<file path="src/rtl/ps2_pkg.sv">
// Shared scan-code set 2 constants, parser states, key map and the event record
// used by the PS/2 scan sequencer and its event FIFO.
package ps2_pkg;

  localparam logic [7:0] SC_EXT        = 8'hE0;
  localparam logic [7:0] SC_BREAK      = 8'hF0;
  localparam logic [7:0] SC_PAUSE      = 8'hE1;
  localparam logic [7:0] SC_BAT_OK     = 8'hAA;
  localparam logic [7:0] SC_ACK        = 8'hFA;
  localparam logic [7:0] SC_ECHO       = 8'hEE;
  localparam logic [7:0] SC_RESEND     = 8'hFE;
  localparam logic [7:0] SC_ERR_LOW    = 8'h00;
  localparam logic [7:0] SC_ERR_HIGH   = 8'hFF;
  localparam logic [7:0] SC_FAKE_SHIFT = 8'h12;

  // Bytes that follow the E1 that opens the pause sequence
  localparam logic [2:0] PAUSE_SKIP = 3'd7;

  typedef enum logic [2:0] {
    IDLE,
    GOT_E0,
    GOT_F0,
    GOT_E0F0,
    SKIP_E1
  } ps2_state_t;

  localparam logic [2:0] KEY_UP    = 3'd0;
  localparam logic [2:0] KEY_DOWN  = 3'd1;
  localparam logic [2:0] KEY_LEFT  = 3'd2;
  localparam logic [2:0] KEY_RIGHT = 3'd3;
  localparam logic [2:0] KEY_SPACE = 3'd4;
  localparam logic [2:0] KEY_ENTER = 3'd5;
  localparam logic [2:0] KEY_ESC   = 3'd6;
  localparam logic [2:0] KEY_W     = 3'd7;

  localparam logic [7:0] CODE_UP    = 8'h75;
  localparam logic [7:0] CODE_DOWN  = 8'h72;
  localparam logic [7:0] CODE_LEFT  = 8'h6B;
  localparam logic [7:0] CODE_RIGHT = 8'h74;
  localparam logic [7:0] CODE_SPACE = 8'h29;
  localparam logic [7:0] CODE_ENTER = 8'h5A;
  localparam logic [7:0] CODE_ESC   = 8'h76;
  localparam logic [7:0] CODE_W     = 8'h1D;

  typedef struct packed {
    logic       ext;
    logic       brk;
    logic [7:0] code;
  } ps2_event_t;

  function automatic logic is_control(input logic [7:0] b);
    return b inside {SC_BAT_OK, SC_ACK, SC_ECHO, SC_RESEND, SC_ERR_LOW, SC_ERR_HIGH};
  endfunction

  // Returns {hit, held-bit index}; the extended flag is part of the match
  function automatic logic [3:0] key_lookup(input logic ext, input logic [7:0] code);
    logic [3:0] r;
    r = '0;
    case ({ext, code})
      {1'b1, CODE_UP}:    r = {1'b1, KEY_UP};
      {1'b1, CODE_DOWN}:  r = {1'b1, KEY_DOWN};
      {1'b1, CODE_LEFT}:  r = {1'b1, KEY_LEFT};
      {1'b1, CODE_RIGHT}: r = {1'b1, KEY_RIGHT};
      {1'b0, CODE_SPACE}: r = {1'b1, KEY_SPACE};
      {1'b0, CODE_ENTER}: r = {1'b1, KEY_ENTER};
      {1'b0, CODE_ESC}:   r = {1'b1, KEY_ESC};
      {1'b0, CODE_W}:     r = {1'b1, KEY_W};
      default:            r = '0;
    endcase
    return r;
  endfunction

endpackage

</file>
<file path="src/rtl/ps2_scan_sequencer_fifo.sv">
// First-word-fall-through FIFO of 10-bit key events; a push into a full FIFO
// is accepted only when a pop frees a slot in the same cycle, otherwise dropped.
module ps2_event_fifo
  import ps2_pkg::*;
#(
  parameter int DEPTH = 4
) (
  input  logic       clk,
  input  logic       rst_n,
  input  logic       push,
  input  ps2_event_t push_data,
  output logic       full,
  input  logic       pop,
  output logic       valid,
  output ps2_event_t head,
  output logic       drop
);

  localparam int PTR_W = $clog2(DEPTH);
  localparam int FULL_COUNT_INT = DEPTH;
  localparam logic [PTR_W:0] FULL_COUNT = FULL_COUNT_INT[PTR_W:0];

  ps2_event_t       mem [DEPTH];
  logic [PTR_W-1:0] wr_ptr;
  logic [PTR_W-1:0] rd_ptr;
  logic [PTR_W:0]   count;
  logic             do_push;
  logic             do_pop;

  assign valid   = (count != '0);
  assign full    = (count == FULL_COUNT);
  assign do_pop  = pop && valid;
  assign do_push = push && (!full || do_pop);
  assign drop    = push && full && !do_pop;
  assign head    = valid ? mem[rd_ptr] : '0;

  always_ff @(posedge clk) begin
    if (do_push) mem[wr_ptr] <= push_data;
  end

  // Pointers wrap naturally because DEPTH is a power of two
  always_ff @(posedge clk or negedge rst_n) begin
    if (!rst_n) begin
      wr_ptr <= '0;
      rd_ptr <= '0;
      count  <= '0;
    end else begin
      if (do_push) wr_ptr <= wr_ptr + 1'b1;
      if (do_pop)  rd_ptr <= rd_ptr + 1'b1;
      case ({do_push, do_pop})
        2'b10:   count <= count + 1'b1;
        2'b01:   count <= count - 1'b1;
        default: count <= count;
      endcase
    end
  end

endmodule

</file>
<file path="src/rtl/ps2_scan_sequencer.sv">
// Turns the raw PS/2 byte stream into complete key events, queues them for the
// game logic and tracks which of the eight game keys are currently held.
module ps2_scan_sequencer
  import ps2_pkg::*;
#(
  parameter int FIFO_DEPTH      = 4,
  parameter int PREFIX_TIMEOUT  = 500000,
  parameter int SUPPRESS_REPEAT = 1
) (
  input  logic       clk,
  input  logic       rst_n,
  input  logic       rx_valid,
  input  logic [7:0] rx_data,
  output logic       evt_valid,
  input  logic       evt_ready,
  output logic [7:0] evt_code,
  output logic       evt_ext,
  output logic       evt_break,
  output logic [7:0] key_held,
  output logic       overflow,
  input  logic       clr_overflow
);

  localparam int TMO_W = $clog2(PREFIX_TIMEOUT + 1);
  localparam logic [TMO_W-1:0] TMO_LAST = TMO_W'(PREFIX_TIMEOUT - 1);

  ps2_state_t state, state_next;
  logic [2:0]       skip_cnt, skip_next;
  logic [TMO_W-1:0] tmo_cnt, tmo_next;
  logic             emit;
  ps2_event_t       emit_evt;
  logic             pend_valid;
  ps2_event_t       pend_evt;
  logic [3:0]       lookup;
  logic             is_repeat;
  logic             fifo_push;
  logic             fifo_full;
  logic             fifo_drop;
  ps2_event_t       head;

  always_ff @(posedge clk or negedge rst_n) begin
    if (!rst_n) begin
      state    <= IDLE;
      skip_cnt <= '0;
      tmo_cnt  <= '0;
    end else begin
      state    <= state_next;
      skip_cnt <= skip_next;
      tmo_cnt  <= tmo_next;
    end
  end

  // Received bytes take priority over the idle timeout in the same cycle
  always_comb begin
    state_next = state;
    skip_next  = skip_cnt;
    tmo_next   = tmo_cnt;
    emit       = 1'b0;
    emit_evt   = '0;
    if (rx_valid) begin
      tmo_next = '0;
      if (state == SKIP_E1) begin
        skip_next = skip_cnt - 1'b1;
        if (skip_cnt <= 3'd1) state_next = IDLE;
      end else if (is_control(rx_data)) begin
        state_next = IDLE;
      end else begin
        emit_evt.code = rx_data;
        case (state)
          IDLE: begin
            if (rx_data == SC_EXT) begin
              state_next = GOT_E0;
            end else if (rx_data == SC_BREAK) begin
              state_next = GOT_F0;
            end else if (rx_data == SC_PAUSE) begin
              state_next = SKIP_E1;
              skip_next  = PAUSE_SKIP;
            end else begin
              emit = 1'b1;
            end
          end
          GOT_E0: begin
            if (rx_data == SC_BREAK) begin
              state_next = GOT_E0F0;
            end else begin
              state_next   = IDLE;
              emit         = (rx_data != SC_FAKE_SHIFT);
              emit_evt.ext = 1'b1;
            end
          end
          GOT_F0: begin
            state_next   = IDLE;
            emit         = 1'b1;
            emit_evt.brk = 1'b1;
          end
          GOT_E0F0: begin
            state_next   = IDLE;
            emit         = (rx_data != SC_FAKE_SHIFT);
            emit_evt.ext = 1'b1;
            emit_evt.brk = 1'b1;
          end
          default: state_next = IDLE;
        endcase
      end
    end else if (state != IDLE) begin
      if (tmo_cnt == TMO_LAST) begin
        state_next = IDLE;
        tmo_next   = '0;
      end else begin
        tmo_next = tmo_cnt + 1'b1;
      end
    end
  end

  assign lookup    = key_lookup(pend_evt.ext, pend_evt.code);
  assign is_repeat = (SUPPRESS_REPEAT != 0) && lookup[3] && !pend_evt.brk && key_held[lookup[2:0]];
  assign fifo_push = pend_valid && !is_repeat;

  // One register stage between the parser and the FIFO / held bitmap
  always_ff @(posedge clk or negedge rst_n) begin
    if (!rst_n) begin
      pend_valid <= 1'b0;
      pend_evt   <= '0;
      key_held   <= '0;
    end else begin
      pend_valid <= emit;
      pend_evt   <= emit_evt;
      if (pend_valid && lookup[3]) key_held[lookup[2:0]] <= !pend_evt.brk;
    end
  end

  ps2_event_fifo #(
    .DEPTH(FIFO_DEPTH)
  ) u_fifo (
    .clk      (clk),
    .rst_n    (rst_n),
    .push     (fifo_push),
    .push_data(pend_evt),
    .full     (fifo_full),
    .pop      (evt_ready),
    .valid    (evt_valid),
    .head     (head),
    .drop     (fifo_drop)
  );

  assign evt_code  = head.code;
  assign evt_ext   = head.ext;
  assign evt_break = head.brk;

  // A drop in the same cycle as a clear leaves the flag set
  always_ff @(posedge clk or negedge rst_n) begin
    if (!rst_n) begin
      overflow <= 1'b0;
    end else if (fifo_drop && fifo_full) begin
      overflow <= 1'b1;
    end else if (clr_overflow) begin
      overflow <= 1'b0;
    end
  end

endmodule

</file>
<file path="config.mk">
export PLATFORM = sky130hd
export DESIGN_NAME = ps2_scan_sequencer
export DESIGN_NICKNAME = d
export VERILOG_FILES = /design/src/rtl/ps2_pkg.sv /design/src/rtl/ps2_scan_sequencer_fifo.sv /design/src/rtl/ps2_scan_sequencer.sv
export SDC_FILE = /design/constraint.sdc
export NUM_CORES = 1
export LEC_CHECK = 0
export BUFFER_PORTS_ARGS = -buffer_cell sky130_fd_sc_hd__buf_2
export CORE_MARGIN = 2
export CORE_UTILIZATION = 25
export CTS_BUF_LIST = sky130_fd_sc_hd__clkbuf_2
export CTS_CLUSTER_DIAMETER = 40
export CTS_CLUSTER_SIZE = 25
export DETAILED_ROUTE_END_ITERATION = 7
export PLACE_DENSITY_LB_ADDON = 0.12
export SYNTH_ARGS = -nofsm -noshare
export SYNTH_HDL_FRONTEND = slang
export SYNTH_SLANG_ARGS = --single-unit
</file>
<file path="constraint.sdc">
create_clock -name clk -period 3.8 [get_ports clk]
set_clock_uncertainty 0.2 [all_clocks]
set_input_delay 0.19 -clock clk [delete_from_list [all_inputs] [get_ports clk]]
set_output_delay 0.19 -clock clk [all_outputs]
set_load 0.02 [all_outputs]
</file>
======== Yosys cells after proc, flatten, opt, wreduce, memory -nomap -nowiden ========
Memory sizes are Yosys's and may differ from the RTL's.
Index checks and enable logic that the tools add are counted.
storage, ports and cells
  register bits ........................... 52
  memory bits (writable) .................. 40
  output and inout port bits .............. 20
  logic and storage cells ................. 127
  memories ................................ 1
operators by class
  add/sub/neg operators ................... 6
  magnitude comparators ................... 3
  eq/ne operators ......................... 30
  multiplexer cells ....................... 46
  reductions and logical operators ........ 29
memory list
  memory      words  bits a word  read ports  clocked after memory_dff  wr ports  RTL line                       text
  u_fifo.mem  4      10           1           0                         1         ps2_scan_sequencer_fifo.sv:23  ps2_event_t mem [DEPTH];
operators by type and width
  operator                                               count
  equality test 8 bit, second input constant             8
  two-way mux 19 bit                                     3
  two-way mux 3 bit                                      15
  two-way mux 10 bit                                     4
  equality test 9 bit, second input constant             4
  case mux 4 bit (8 select lines)                        1
  adder 19 x 1 -> 19 bit, second input constant          1
  equality test 19 bit, second input constant            1
  equality test 9 x 7 -> 1 bit, second input constant    2
  two-way mux 1 bit                                      15
  case mux 3 bit (2 select lines)                        2
  nonzero test 2 bit                                     6
  logical AND 1 bit                                      10
  equality test 9 x 5 -> 1 bit, second input constant    1
  equality test 9 x 6 -> 1 bit, second input constant    1
  bitwise mux 8 bit                                      1
  zero test 8 bit                                        1
  inequality test 8 x 5 -> 1 bit, second input constant  1
  inequality test 7 bit, second input constant           1
  equality test 3 x 2 -> 1 bit, second input constant    2
  equality test 3 bit, second input constant             2
  inequality test 2 bit, second input constant           3
  AND reduction 6 bit                                    1
  nonzero test 3 bit                                     2
  21 further kinds                                       26

======== Logic depth before layout (Yosys ltp) ========
  depth in word-level cells ............... 11
  gate-level depth with buffers ........... 13

======== Cells and area by module ========
From an unflattened synthesis, not the netlist that was laid out.
second synthesis, totals
  cell total of the unflattened synthesis .. 371
  area total of the unflattened synthesis .. 4,473.0 µm²
modules (own cells, without submodules)
  module              times used  cells each  area an instance (µm²)  sequential area each (µm²)
  ps2_scan_sequencer  1           269         2,526.2                 1,126.1
  ps2_event_fifo      1           102         1,946.9                 1,376.3

======== Worst setup path after synthesis ========
Ideal clock, no wire load.
  path type ............................... flip-flop to flip-flop
  start point ............................. register pend_evt[1] (netlist bit)
  end point ............................... register u_fifo.count[2]
  library setup time ...................... 0.079 ns
  data arrival time ....................... 2.857 ns
  required time ........................... 3.521 ns
  setup slack ............................. 0.664 ns
  cell stages (with the launch flop) ...... 13
  path buffers ............................ 0
  cells stage by stage .................... dfrtp_1 -> and2b_1 -> or4b_4 -> a21oi_4 -> o31ai_1 -> and3_4 -> o21ai_4 -> ha_1 -> inv_1 -> fa_1 -> xor2_1 -> nor2_1 -> xor2_1
between the ends
  longest elaborated chain between the ends .. 10
  elaborated cells between the ends (all ways) .. 20
  classes of those cells .................. 10 x eq/ne; 4 x mux; 6 x reduce/logical
ends and longest elaborated chain
  what                                                                          RTL line                       text
  from (decl)                                                                   ps2_scan_sequencer.sv:33       ps2_event_t pend_evt;
  from (signal assigned)                                                        ps2_scan_sequencer.sv:127      pend_evt <= emit_evt;
  equality test 9 x 5 -> 1 bit, or another cell as far along                    ps2_pkg.sv:59                  case ({ext, code})
  case mux 4 bit (8 select lines) (*)                                           ps2_pkg.sv:59
  binary-select mux 1 bit (select 3 bit)                                        ps2_scan_sequencer.sv:116      assign is_repeat = (SUPPRESS_REPEAT != 0) && lookup[3] && !pend_evt.brk && key_held[lookup[2:0]];
  two-way mux 1 bit (implied by the code)                                       ps2_scan_sequencer.sv:116
  logical AND 1 bit (*)                                                         ps2_scan_sequencer.sv:116
  zero test 1 bit (*)                                                           ps2_scan_sequencer.sv:117      assign fifo_push = pend_valid && !is_repeat;
  logical AND 1 bit (*)                                                         ps2_scan_sequencer.sv:117
  logical AND 1 bit (*)                                                         ps2_scan_sequencer_fifo.sv:33  assign do_push = push && (!full || do_pop);
  equality test 2 x 1 -> 1 bit / equality test 2 bit (equally long branches)    ps2_scan_sequencer_fifo.sv:50  case ({do_push, do_pop})
  case mux 3 bit (2 select lines) / nonzero test 2 bit (equally long branches)  n/a
  to (signal assigned)                                                          ps2_scan_sequencer_fifo.sv:51  2'b10: count <= count + 1'b1;
  to (signal assigned)                                                          ps2_scan_sequencer_fifo.sv:52  2'b01: count <= count - 1'b1;
  to (signal assigned)                                                          ps2_scan_sequencer_fifo.sv:53  default: count <= count;
  to (decl)                                                                     ps2_scan_sequencer_fifo.sv:26  logic [PTR_W:0] count;
Every way passes the cells marked *; elsewhere a longest branch is shown, timed or not. The select of a mux whose other input is x is not followed.
A chain may end at the register's enable or synchronous reset.

======== Worst setup path in the final report ========
  start point ............................. register pend_evt[0] (netlist bit)
  end point ............................... register u_fifo.count[2]
The elaborated chain is that of the path after synthesis.

==> results.cfg <==
[outcome]
status = finished clean

[synthesis]
syn_nets = 403
ys_seq_area_frac = 0.558
yosys.area_share.simple = 0.192
synthTopCellsByCount = dfrtp_1 (52), edfxtp_1 (40), nand2_1 (38)
synth_top_cell_by_area = dfrtp_1
ys_types = 65
mappedNetlistArea_mm2 = 0.00449
syn-instance-count = 381
synthXorXnorAreaFrac = 0.0332
synth_most_common_cell = dfrtp_1
synth_edf_count = 40
synth.area.mux_share = 0.0624
ys_ff_latch = 92
async_flop_share = 0.565
synth_top_family_by_area = simple AND/OR/NAND/NOR gates
synthAdderAreaFrac = 0.0268
synth-main-ff-cell = dfrtp_1
ys.warnings.count = 0
synth.top_cell.area_share = 0.290
synth_compound_area_frac = 0.0998
avgSynthCellArea_um2 = 11.8
ys_top_cells_by_area = dfrtp_1 (29%), edfxtp_1 (27%), mux4_2 (5.0%)

[layout]
drive_above_1_share = 0.186
syn2layout_area_growth_pct = 16.0
finalInstanceArea_mm2 = 0.00521
antenna_cells = 0
fin_util = 0.299
final_nets = 459

[timing]
rsz0062_at_grt = false
fin_crit_sh = 0.923
slew_headroom = 0.459
layout_setup_ws_ns = 0.293
min_period_ns = 3.51
worstMarginPinSlew_ns = 0.804
drv_slew = 0
whs_ns = 0.188
fin_tns_setup_ns = 0
setup-violations-final = 0
hold_viol_final = 0
fmax_ghz = 0.285

[routing]
drt_iter0_drc = 154
routed_wl_mm = 9.88
viasPerCell = 4.56
drc_errors = 0
post_drt_wl_per_cell_um = 14.8
drtAntennaViolNets = 0
firstDrtPassIters = 4
vias = 3043

[die]
io_pins = 33
start_util = 0.258
die-area_mm2 = 0.0190
die_h_um = 138
core_mm2 = 0.0174
die_w_um = 138
num_rows = 48

[worst_setup_path]
crit_type = reg -> reg
max_stage_delay_ns = 0.69
crit_arrival_ns = 3.83
r2r-start = pend_evt[0]
cp_max_fo = 13
critPathSlowestCell = dfrtp_1
cp_common_cell = xor2_1
cp-start-kind = flip-flop
cp-startpoint = pend_evt[0]
cp_cell_sequence = nand4b_4, or4b_4, a21oi_4, o31ai_1, and3_4, o21ai_4, ha_1, inv_1, fa_1, xor2_1, nor2_1, xor2_1
cp-end-kind = flip-flop
worst_ep_required_time_ns = 4.13

[cts]
cts_resized = 0
cts.sink_count = 92
cts_max_level = 3
post_cts_buffers = 0
clk_latency_ns = 0.58
cts_tree = built
ctsHoldBuffers = 15
cts_made_buffers = 9
path_clk_slew_ns = 0.26
cts_buffer_depth = 2
ctsRootBufferMaster = clkbuf_2

[global_routing]
use_met2 = 0.195
grt_max_degree = 40
grt_pass1_wl_mm = 16.2
grt_use_met3 = 0.0398
grt_util_all_layers = 0.113
global_route.usage.met1 = 0.131
grt_pass1_vias = 3152
grt-busiest-layer = met2
grt_overflow_total = 0
antenna_found_initial = 0

[run]
max-cap-violations = 0

[min_path]
holdCritStartpoint = rx_valid
worstHoldPathType = in -> reg

[power]
p_leak_nw = 2.11
p_int_mw = 1.70
seqPwrFrac = 0.515
clockPowerShare = 0.195
switchingPower_mw = 0.871
vdd_drop_max_v = 0.000247
pwr_density_cell_mw_per_mm2 = 494
comb_power_share = 0.290
p_sw_frac = 0.339

[place]
dp_hpwl_mm = 6.95
gp_congestion = 0.808
place_ws_ns = 0.347
port-buffer-count = 32
place_area_mm2 = 0.00494
[registers in the layout, summed over array words and instances, names as in the netlist]
signal / flops
key_held: 8
overflow: 1
pend_evt: 10
pend_valid: 1
skip_cnt: 3
state: 3
tmo_cnt: 19
u_fifo.count: 3
u_fifo.mem: 40
u_fifo.rd_ptr: 2
u_fifo.wr_ptr: 2
[stage by stage]
step	instances	total power [mW]
after floorplan	381	1.84
after global routing	667	2.77
final	667	2.57
after global placement	636	2.09
after detailed placement	636	2.10
after CTS	667	2.63
[power groups by stage]
stage	sequential, mW	combinational [mW]	clock, mW
after floorplan	1.27	0.569	0
after global placement	1.35	0.746	0
after detailed placement	1.35	0.753	0
after CTS	1.33	0.768	0.536
after global routing	1.35	0.839	0.586
final	1.32	0.747	0.502
[final timing paths]
kind | end | slack, ns | cells after the start
max | u_fifo.count[2] | 0.29 | 12
min | tmo_cnt[2] | 0.19 | 3
max reg2reg | u_fifo.count[2] | 0.29 | 12
min reg2reg | tmo_cnt[18] | 0.30 | 1
max in group asynchronous | tmo_cnt[14] | 1.99 | 4
min in group asynchronous | key_held[6] | 0.51 | 4
[metal layers]
metal / share of wire / routed length (µm) / vias up
li1: - / - / 1486
met1: 0.43 / 4280 / 1509
met2: 0.51 / 4990 / 37
met3: 0.045 / 441 / 11
met4: 0.017 / 163 / 0
met5: 0 / 0 / -
[cell usage in the layout, fill, tap and decap left out, types with 11 or more instances in the layout]
cell and count:
inv_1 22, nor2_1 36, buf_2 32, edfxtp_1 40, dfrtp_1 52, and2_1 21, o21ai_0 21, dlygate4sd3_1 15
nand2_1 38, xor2_1 11
[logic make-up after synthesis]
group,Yosys count
AND/OR/NAND/NOR,158
flip-flops,92
AO/OA/AOI/OAI,59
buffers and inverters,31
XOR/XNOR,17
multiplexers,15
adder cells (fa/ha/maj),9
[worst max-delay path: cells and delay by family, from the launching register on]
family                     cells  cell delay [ns]
and+or+nand+nor                4             1.05
DFF                            1             0.69
adders and majority gates      2             0.60
AOI/OAI and AO/OA              3             0.53
xor gates and xnor gates       2             0.32
buffers and inverters          1             0.06
[final cells by class]
cell class	instances	area, µm²
clock inverter	7	73.8
tap	225	282
timing repair buffer	54	363
multi-input combinational	258	1860
fill	1826	12200
clock buffer	9	45.0
inverter	22	82.6
sequential	92	2500
(Power assumes the default switching activity.)
